$ cat config.mk
export PLATFORM = sky130hd
export DESIGN_NAME = imem_loader
export DESIGN_NICKNAME = d
export VERILOG_FILES = /design/src/rtl/imem_loader_pkg.sv /design/src/rtl/imem_loader_byte_timeout.sv /design/src/rtl/imem_loader.sv
export SDC_FILE = /design/constraint.sdc
export NUM_CORES = 1
export LEC_CHECK = 0
export BUFFER_PORTS_ARGS = -buffer_cell sky130_fd_sc_hd__buf_2
export CAP_MARGIN = 20
export CORE_AREA = 2 2 75 105
export CTS_CLUSTER_SIZE = 10
export DETAILED_ROUTE_END_ITERATION = 10
export DIE_AREA = 0 0 77 107
export GPL_TIMING_DRIVEN = 0
export PLACE_DENSITY = 0.85
export SLEW_MARGIN = 20
export SYNTH_ARGS = -nofsm -noshare
export SYNTH_HDL_FRONTEND = slang
export SYNTH_HIERARCHICAL = 1
export SYNTH_SLANG_ARGS = --single-unit
$ cat constraint.sdc
create_clock -name clock -period 2.55 [get_ports clock]
set_clock_uncertainty 0.15 [all_clocks]
set_input_delay 0.51 -clock clock [delete_from_list [all_inputs] [get_ports clock]]
set_output_delay 0.51 -clock clock [all_outputs]
set_load 0.05 [all_outputs]
$ cat src/rtl/imem_loader_pkg.sv
// Shared definitions for the instruction-memory boot loader.
package imem_loader_pkg;

   localparam int unsigned BYTES_PER_WORD = 4;
   localparam int unsigned LEN_W          = 16;
   localparam int unsigned STATE_W        = 3;

   typedef logic [STATE_W-1:0] state_t;

   localparam state_t S_LEN0  = 3'd0;
   localparam state_t S_LEN1  = 3'd1;
   localparam state_t S_DATA  = 3'd2;
   localparam state_t S_WRITE = 3'd3;
   localparam state_t S_DONE  = 3'd4;
   localparam state_t S_ERR   = 3'd5;

endpackage

$ cat src/rtl/imem_loader_byte_timeout.sv
// Idle-cycle counter between received bytes; flags expiry at TIMEOUT-1 idle cycles.
module imem_loader_byte_timeout #(
   parameter int unsigned TIMEOUT = 1024
) (
   input  logic clock,
   input  logic reset,
   input  logic enable,
   input  logic clear,
   output logic expired_c
);

   localparam int unsigned CNT_W = (TIMEOUT > 2) ? $clog2(TIMEOUT) : 1;

   logic [CNT_W-1:0] count;

   assign expired_c = enable && (count == CNT_W'(TIMEOUT - 1));

   // Held at zero while disabled so each enabled phase starts fresh.
   always_ff @(posedge clock) begin
      if (!reset) begin
         count <= '0;
      end else if (clear || !enable) begin
         count <= '0;
      end else if (!expired_c) begin
         count <= count + 1'b1;
      end
   end

endmodule

$ cat src/rtl/imem_loader.sv
// Boot-time loader: assembles a length-prefixed byte stream into 32-bit words
// and writes them to instruction memory while holding the CPU in reset.
module imem_loader
   import imem_loader_pkg::*;
#(
   parameter int unsigned ADDR_W  = 8,
   parameter int unsigned TIMEOUT = 1024
) (
   input  logic              clock,
   input  logic              reset,
   input  logic              start,
   input  logic [7:0]        rx_data,
   input  logic              rx_valid,
   output logic              rx_ready,
   output logic              imem_we,
   output logic [ADDR_W-1:0] imem_addr,
   output logic [31:0]       imem_wdata,
   output logic              cpu_hold,
   output logic              load_done,
   output logic              load_err
);

   localparam int unsigned BYTE_CNT_W = $clog2(BYTES_PER_WORD);
   localparam int unsigned MAX_WORDS  = 1 << ADDR_W;
   localparam logic [BYTE_CNT_W-1:0] LAST_BYTE = BYTE_CNT_W'(BYTES_PER_WORD - 1);

   state_t                  state, state_nxt;
   logic [7:0]              len_hi, len_hi_nxt;
   logic [LEN_W-1:0]        len_q, len_nxt;
   logic [BYTE_CNT_W-1:0]   byte_cnt, byte_cnt_nxt;
   logic [ADDR_W:0]         word_cnt, word_cnt_nxt;
   logic [ADDR_W-1:0]       addr_nxt;
   logic [31:0]             wdata_nxt;
   logic                    rx_ready_nxt, imem_we_nxt, cpu_hold_nxt, load_done_nxt, load_err_nxt;

   logic                    xfer_c;
   logic                    expired_c;
   logic                    timer_en_c;
   logic [LEN_W-1:0]        len_in_c;
   logic [ADDR_W:0]         word_inc_c;

   assign xfer_c     = rx_valid && rx_ready;
   assign timer_en_c = (state == S_LEN1) || (state == S_DATA);
   assign len_in_c   = {len_hi, rx_data};
   assign word_inc_c = word_cnt + 1'b1;

   imem_loader_byte_timeout #(
      .TIMEOUT (TIMEOUT)
   ) u_byte_timeout (
      .clock     (clock),
      .reset     (reset),
      .enable    (timer_en_c),
      .clear     (xfer_c),
      .expired_c (expired_c)
   );

   // Next-state, datapath and registered-output next values.
   always_comb begin
      state_nxt    = state;
      len_hi_nxt   = len_hi;
      len_nxt      = len_q;
      byte_cnt_nxt = byte_cnt;
      word_cnt_nxt = word_cnt;
      addr_nxt     = imem_addr;
      wdata_nxt    = imem_wdata;

      case (state)
         S_LEN0: begin
            if (xfer_c) begin
               len_hi_nxt = rx_data;
               state_nxt  = S_LEN1;
            end
         end
         S_LEN1: begin
            if (xfer_c) begin
               len_nxt = len_in_c;
               if (len_in_c == '0) begin
                  state_nxt = S_DONE;
               end else if (32'(len_in_c) > MAX_WORDS) begin
                  state_nxt = S_ERR;
               end else begin
                  state_nxt    = S_DATA;
                  addr_nxt     = '0;
                  byte_cnt_nxt = '0;
                  word_cnt_nxt = '0;
               end
            end else if (expired_c) begin
               state_nxt = S_ERR;
            end
         end
         S_DATA: begin
            if (xfer_c) begin
               wdata_nxt    = {imem_wdata[23:0], rx_data};
               byte_cnt_nxt = byte_cnt + 1'b1;
               if (byte_cnt == LAST_BYTE) begin
                  state_nxt = S_WRITE;
               end
            end else if (expired_c) begin
               state_nxt = S_ERR;
            end
         end
         S_WRITE: begin
            addr_nxt     = imem_addr + 1'b1;
            word_cnt_nxt = word_inc_c;
            state_nxt    = (LEN_W'(word_inc_c) == len_q) ? S_DONE : S_DATA;
         end
         S_DONE, S_ERR: begin
            if (start) begin
               state_nxt = S_LEN0;
               addr_nxt  = '0;
            end
         end
         default: begin
            state_nxt = S_LEN0;
         end
      endcase

      rx_ready_nxt  = (state_nxt == S_LEN0) || (state_nxt == S_LEN1) || (state_nxt == S_DATA);
      imem_we_nxt   = (state_nxt == S_WRITE);
      cpu_hold_nxt  = (state_nxt != S_DONE);
      load_done_nxt = (state_nxt == S_DONE);
      load_err_nxt  = (state_nxt == S_ERR);
   end

   always_ff @(posedge clock) begin
      if (!reset) begin
         state      <= S_LEN0;
         len_hi     <= '0;
         len_q      <= '0;
         byte_cnt   <= '0;
         word_cnt   <= '0;
         rx_ready   <= 1'b0;
         imem_we    <= 1'b0;
         imem_addr  <= '0;
         imem_wdata <= '0;
         cpu_hold   <= 1'b1;
         load_done  <= 1'b0;
         load_err   <= 1'b0;
      end else begin
         state      <= state_nxt;
         len_hi     <= len_hi_nxt;
         len_q      <= len_nxt;
         byte_cnt   <= byte_cnt_nxt;
         word_cnt   <= word_cnt_nxt;
         rx_ready   <= rx_ready_nxt;
         imem_we    <= imem_we_nxt;
         imem_addr  <= addr_nxt;
         imem_wdata <= wdata_nxt;
         cpu_hold   <= cpu_hold_nxt;
         load_done  <= load_done_nxt;
         load_err   <= load_err_nxt;
      end
   end

endmodule

==> out/results.ini, run 1 <==
[place]
routabilityCongestion = 0.885
dp_slack_ns = 0.0105
placed_cell_area_um2 = 4430
port-buffer-count = 56
hpwl_um = 6650

[global_route]
top_usage_layer = met2
grt_max_degree = 17
antenna_found_initial = 0
grt_overflow = 0
grt_pass1_wl_um = 15000
grt_use_met2_pct = 40.2
grt_pass1_vias = 3398
track_usage_pct = 22.5
gr-usage-met1_pct = 25.7
use_met3_pct = 4.12

[cells_and_area]
finalCoreUtilization_pct = 64.4
syn_to_final_growth_pct = 16.9
nets = 575
drive_gt1_share_pct = 18.4
diodes = 0
design_area_um2 = 4710

[clocking]
clock_path_buffers = 2
path_clk_slew_ns = 0.09
cts_num_sinks = 93
htree_levels = 3
postCtsHoldBufs = 0
insertion_delay_ns = 0.38
cts_tree = yes
numCtsBuffers = 9
clockRootBuffer = clkbuf_8

[run]
cap_violations = 0

[yosys]
synth_cell_types = 58
synthArstFlopShare_pct = 0
ys_ff_latch = 93
synth-edff-count = 0
syn_area_um2 = 4030
yosysSeqAreaShare_pct = 46.2
synth_warnings = 6
synth_nets = 507
synth_area_per_cell_um2 = 8.20
postSynthCellCount = 491
synth_ff_type = dfxtp_1

[power_and_ir_drop]
ir_drop_v = 0.000462
p_leak_uw = 0.00180
powerDensity_nw_per_um2 = 581

[critical_path]
cp-start-kind = flip-flop
critPathKind = reg -> reg
crit_chain = clkbuf_4 > xnor2_1 > nor2_2 > nand2_2 > nor2_4 > nand2_4 > inv_6 > nand2_1 > a2111oi_2 > a41oi_1 > and2_1 > nand2b_4 > a21oi_1
max_stage_delay_ns = 0.31
path_max_fanout = 9
required_ns = 2.70
reg2regPathDepth = 13
r2r_setup_slack_ns = 0.14
arrival_ns = 2.56
cp_num_buf_inv = 2
endpoint_kind = flip-flop
critPathTopFamily = simple AND/OR/NAND/NOR gates
timing.rr.end = imem_we
reg2reg_from = state[0]
slowest_stage = dfxtp_1

[floorplan]
die_w_um = 77
fp-row-count = 37
core-area_um2 = 7310
start_util_pct = 55.1
io_pins = 57
die_y_um = 107
die-area_um2 = 8240

[outcome]
status = complete, no violations

[timing]
fmax_mhz = 414
hold_viol_final = 0
drv_slew = 0
period_needed_ns = 2.41
tightest_slew_ns = 0.736
setup_viol_count_final = 0
relSlewSlack_pct = 50.6
fin_ws_ns = 0.135
hold-worst-slack_ns = 0.249
fin_crit_sh_pct = 94.7

[drt]
drcViolationCount = 0
antenna_left = 0
post_drt_via_cell_ratio = 5.55
vias = 3669
wl_per_cell_um = 13.8
detail_route.iter0.violations = 261
first_pass_iters = 5
wl_um = 9130

[worst_hold_path]
min_path_cells = 3
holdCritPathClass = in -> reg
hold_end = imem_wdata[7]
hold_start = rx_data[7]

-- routing by layer --
metal	wire [um]	vias up
met5	0	-
met4	250	0
met3	332	19
met2	4780	88
met1	3770	1727
li1	-	1835
-- stage by stage --
step                      TNS, ns  std cells  total power [uW]
final                           0        661              2740
after global routing      -0.0399        661              2830
after detailed placement        0        644              1670
after global placement          0        644              1670
after floorplan                 0        491              1620
after CTS                       0        660              2740
-- registers in the layout (all words and copies together) (netlist names) --
signal / cells
byte_cnt: 2
cpu_hold: 1
imem_addr: 8
imem_wdata: 32
imem_we: 1
len_hi: 8
len_q: 16
load_done: 1
load_err: 1
rx_ready: 1
state: 3
u_byte_timeout/count: 10
word_cnt: 9
-- worst max-delay path by stage --
stage	startpoint	to	slack [ns]	depth (start not counted)
after floorplan	state[1]	imem_we	0.24	13
final	state[0]	imem_we	0.14	13
after CTS	state[0]	imem_we	0.01	13
after global routing	state[1]	imem_we	-0.02	13
after detailed placement	state[0]	imem_we	0.01	13
after global placement	state[1]	imem_we	0.007	13
-- report_power, final --
group	leakage [uW]	switching (uW)	internal [uW]
sequential	0.000752	12.8	1470
combinational	0.000939	114	58.6
clock	0.000110	528	556
total	0.00180	655	2080
-- cells in the mapped netlist, types with 2 or more instances --
cell type | count | area share [%]
nand2_1 | 128 | 12
dfxtp_1 | 93 | 46
a21oi_1 | 58 | 7.2
nor2_1 | 30 | 2.8
o21ai_0 | 19 | 2.4
clkbuf_1 | 16 | 1.5
a31oi_1 | 13 | 2.0
mux2i_1 | 12 | 3.0
nand3_1 | 9 | 1.1
xnor2_1 | 9 | 2.0
buf_2 | 8 | 0.99
inv_1 | 8 | 0.75
nand4_1 | 7 | 1.1
nor3_1 | 7 | 0.87
xor2_1 | 6 | 1.3
and2_1 | 4 | 0.62
ha_1 | 4 | 1.2
nand2b_1 | 4 | 0.62
nor4_1 | 3 | 0.47
nor4_2 | 3 | 0.93
or3_1 | 3 | 0.47
a211oi_1 | 2 | 0.37
a21boi_0 | 2 | 0.37
a41oi_1 | 2 | 0.43
and3_1 | 2 | 0.31
and3b_1 | 2 | 0.43
and4_1 | 2 | 0.43
nor2_2 | 2 | 0.31
o211a_1 | 2 | 0.50
o211ai_1 | 2 | 0.37
or2_2 | 2 | 0.31
-- final cells by class --
type                    instances  area (um^2)
plain buffers                  24          105
repair buffers                 57          288
well taps                      97          121
clock inverters                 7         98.8
multi-input cells             364         2060
inverters                      10         42.5
clock buffers                   9          124
flip-flops and latches         93         1860
fillers                       632         2610
-- placed cells by master, fill, tap and decap left out, types with 2 or more instances in the layout --
master and n:
a21oi_1 58, ha_1 4, nand4_1 7, nand2b_1 3
or2_2 2, or3_1 3, and2_1 4, nand2_1 127
a21boi_0 2, nor2_2 2, and3b_1 2, clkbuf_4 2
o211ai_1 2, dfxtp_1 91, o211a_1 2, inv_1 8
bufinv_16 2, nor2_1 29, nor3_1 7, nor4_1 3
inv_6 2, and3_1 2, mux2i_1 12, clkbuf_8 9
dfxtp_2 2, nand3_1 9, a211oi_1 2, a31oi_1 13
xor2_1 6, clkbuf_1 16, and4_1 2, nor4_2 2
xnor2_1 9, a41oi_1 2, buf_2 62, o21ai_0 19
clkinv_4 2
-- tightest hold or removal path, cell delays in order --
cell	delay [ns]
buf_2	0.12
nand2_1	0.05
a21oi_1	0.05
-- cell families after synthesis --
family                   Yosys count  synth area share (%)
multiplexers                      12                  2.98
AO/OA/AOI/OAI                    112                  16.8
flip-flops                        93                  46.2
buffers and inverters             34                  3.54
XOR/XNOR                          16                  3.67
AND/OR/NAND/NOR                  220                  25.5
adder cells (fa/ha/maj)            4                  1.24
-- timing repair --
item / CTS / global route
pin swaps: 0 / 3
endpoints found under the hold margin: 0 / 0
gates resized for setup: 2 / 9
setup endpoints to repair: 3 / 6
setup buffers: 0 / 1
(Power assumes the default switching activity.)
==> inputs of run 2 (changes only) <==
- CORE_AREA: 2 2 75 105 -> 2 2 88 124
- DIE_AREA: 0 0 77 107 -> 0 0 90 126
- PLACE_DENSITY: 0.85 -> 0.66
==> run 2 against run 1 <==
  * Utilization decreased by 17 points
  * Global-route usage shrank 5.7 points
  * Combinational power increased by 3%
  * Sequential share of layout area is 1.3 points lower
  * Critical path depth stayed put
  * Design area is 3.3% higher
  * Critical path type unchanged
==> out/results.ini, run 2 (synthesized netlist as in run 1, its figures left out) <==
[cells_and_area]
syn_to_final_growth_pct = 20.8
biggestRegsByFlops = imem_wdata (32), len_q (16), u_byte_timeout/count (10)
final_cell_mix = 127 x nand2_1, 91 x dfxtp_1, 62 x buf_2
diodes = 0  ; unchanged
seqCellArea_um2 = 1860  ; unchanged
layout_commonest_cell = nand2_1
layoutNonFillerInstCount = 702  ; +6.2%
nets = 576  ; +0.17%
registers.top_by_ff_count = imem_wdata
multiInputGateArea_um2 = 2070  ; +0.30%
largest_reg_flops = 32  ; unchanged
drive_gt1_share_pct = 18.4  ; unchanged
fillers = 1018  ; +61%

[timing]
setup_viol_count_final = 0  ; unchanged
hold-worst-slack_ns = 0.297  ; +0.0473 ns
tns_ns = 0  ; unchanged
fin_crit_sh_pct = 93.9  ; -0.77 points
hold_viol_final = 0  ; unchanged
fmax_mhz = 418  ; +0.82%
tightest_slew_ns = 0.745  ; +0.00890 ns
relSlewSlack_pct = 50.0  ; -0.60 points
drv_slew = 0  ; unchanged
fin_ws_ns = 0.155  ; +0.0197 ns
period_needed_ns = 2.40  ; -0.0197 ns

[global_route]
track_usage_pct = 16.8  ; -5.7 points
grt_pass1_wl_um = 15700  ; +4.2%
grt_pass1_vias = 3307  ; -2.7%
grt_max_degree = 16  ; -1
antenna_found_initial = 0  ; unchanged
grt_overflow = 0  ; unchanged

[run]
cap_violations = 0  ; unchanged

[critical_path]
reg2reg_from = state[1]
timing.rr.end = imem_we
cp_num_buf_inv = 2  ; unchanged
cp-start-kind = flip-flop
path_max_fanout = 8  ; -1
required_ns = 2.67  ; -0.03 ns
crit_chain = clkbuf_4 > xnor2_2 > nor2_2 > nand2_2 > nor2_4 > nand2_4 > inv_6 > nand2_1 > a2111oi_4 > a41oi_1 > and2_4 > nand2b_1 > a21oi_1
arrival_ns = 2.51  ; -0.05 ns
reg2regPathDepth = 13  ; unchanged
r2r_setup_slack_ns = 0.15  ; +0.02 ns
critPathKind = reg -> reg
endpoint_kind = flip-flop
slowest_stage = a2111oi_4
critPathTopFamily = simple AND/OR/NAND/NOR gates
max_stage_delay_ns = 0.35  ; +0.04 ns

[place]
place_inst = 685  ; +6.4%
port-buffer-count = 56  ; unchanged
dp_slack_ns = -0.0430  ; -0.0535 ns
routabilityCongestion = 0.873  ; -1.4%
hpwl_um = 7000  ; +5.1%

[power_and_ir_drop]
ir_drop_v = 0.000413  ; -11%
p_total_uw = 3070  ; +12%
powerDensity_nw_per_um2 = 631  ; +8.5%
p_leak_uw = 0.00184  ; +2.4%

[floorplan]
io_pins = 57  ; unchanged
fp-row-count = 44  ; +19%
die_y_um = 126  ; +18%
die_w_um = 90  ; +17%
start_util_pct = 39.3  ; -16 points
core-area_um2 = 10200  ; +40%
die-area_um2 = 11300  ; +38%

[drt]
drcViolationCount = 0  ; unchanged
wl_per_cell_um = 13.6  ; -1.8%
detail_route.iter0.violations = 202  ; -23%
post_drt_via_cell_ratio = 5.14  ; -7.4%
wl_um = 9520  ; +4.3%
antenna_left = 0  ; unchanged
vias = 3609  ; -1.6%
first_pass_iters = 4  ; -1

[worst_hold_path]
holdCritPathClass = in -> reg
min_path_cells = 3  ; unchanged
hold_end = imem_wdata[1]
hold_start = rx_data[1]

[clocking]
cts_num_sinks = 93  ; unchanged
cts_tree = yes
clockRootBuffer = clkbuf_16
numCtsBuffers = 9  ; unchanged
htree_levels = 3  ; unchanged
path_clk_slew_ns = 0.06  ; -0.03 ns
clock_path_buffers = 2  ; unchanged
insertion_delay_ns = 0.34  ; -0.04 ns

[outcome]
status = complete, no violations

-- run 2: cell count changes in the layout (fill, tap and decap cells not counted), sizes merged --
cell    previous run  this run
clkinv             4         2
buf               63        65
-- run 2: worst max-delay path by stage --
| stage | startpoint | endpoint | slack [ns] | cells after the start |
|---|---|---|---|---|
| 5_1_grt | state[1] | imem_we | -0.01 | 13 |
| 3_3_place_gp | state[0] | imem_we | -0.02 | 13 |
| 4_1_cts | state[0] | imem_we | 0.02 | 13 |
| 6_report | state[1] | imem_we | 0.15 | 13 |
| 3_5_place_dp | state[0] | imem_we | -0.04 | 13 |
| 2_1_floorplan | state[1] | imem_we | 0.24 | 13 |
-- run 2: metrics by stage --
stage,area [um^2],util (%)
floorplan,4030,-
finish,4860,47.5
global placement,4480,43.8
CTS,4800,46.9
global route,4860,47.5
detailed placement,4480,43.8
-- run 2: cell type report --
type                            count  area share [%]
Sequential cell                    93            38.3
Tap cell                          138            3.55
Timing Repair Buffer               58            6.07
Clock buffer                       10            4.71
Buffer                             24            2.16
Multi-Input combinational cell    364            42.6
Inverter                           10           0.874
Clock inverter                      5            1.75
-- run 2: metal layers --
metal	share of wire [%]	global-route usage [%]
met4	2.4	8.69
met3	3.7	3.05
met5	0	0
met2	51	28.5
met1	43	20.4
-- run 2: power breakdown --
| part | leakage (uW) | switching [uW] | total [uW] | internal, uW |
|---|---|---|---|---|
| clock network | 0.000149 | 551 | 1410 | 858 |
| registers | 0.000752 | 13.1 | 1480 | 1470 |
| logic | 0.000943 | 115 | 178 | 62.5 |
-- run 2: timing repair --
item	CTS	global route
setup buffers	0	2
pin swaps	1	3
endpoints found under the setup margin	2	6
hold buffers	0	0
resized for setup	3	10
-- run 2: tightest hold or removal path: cells and delay by family --
family | cells | cell delay (ns)
AOI/OAI and AO/OA | 1 | 0.05
buffers and inverters | 1 | 0.12
and+or+nand+nor | 1 | 0.06
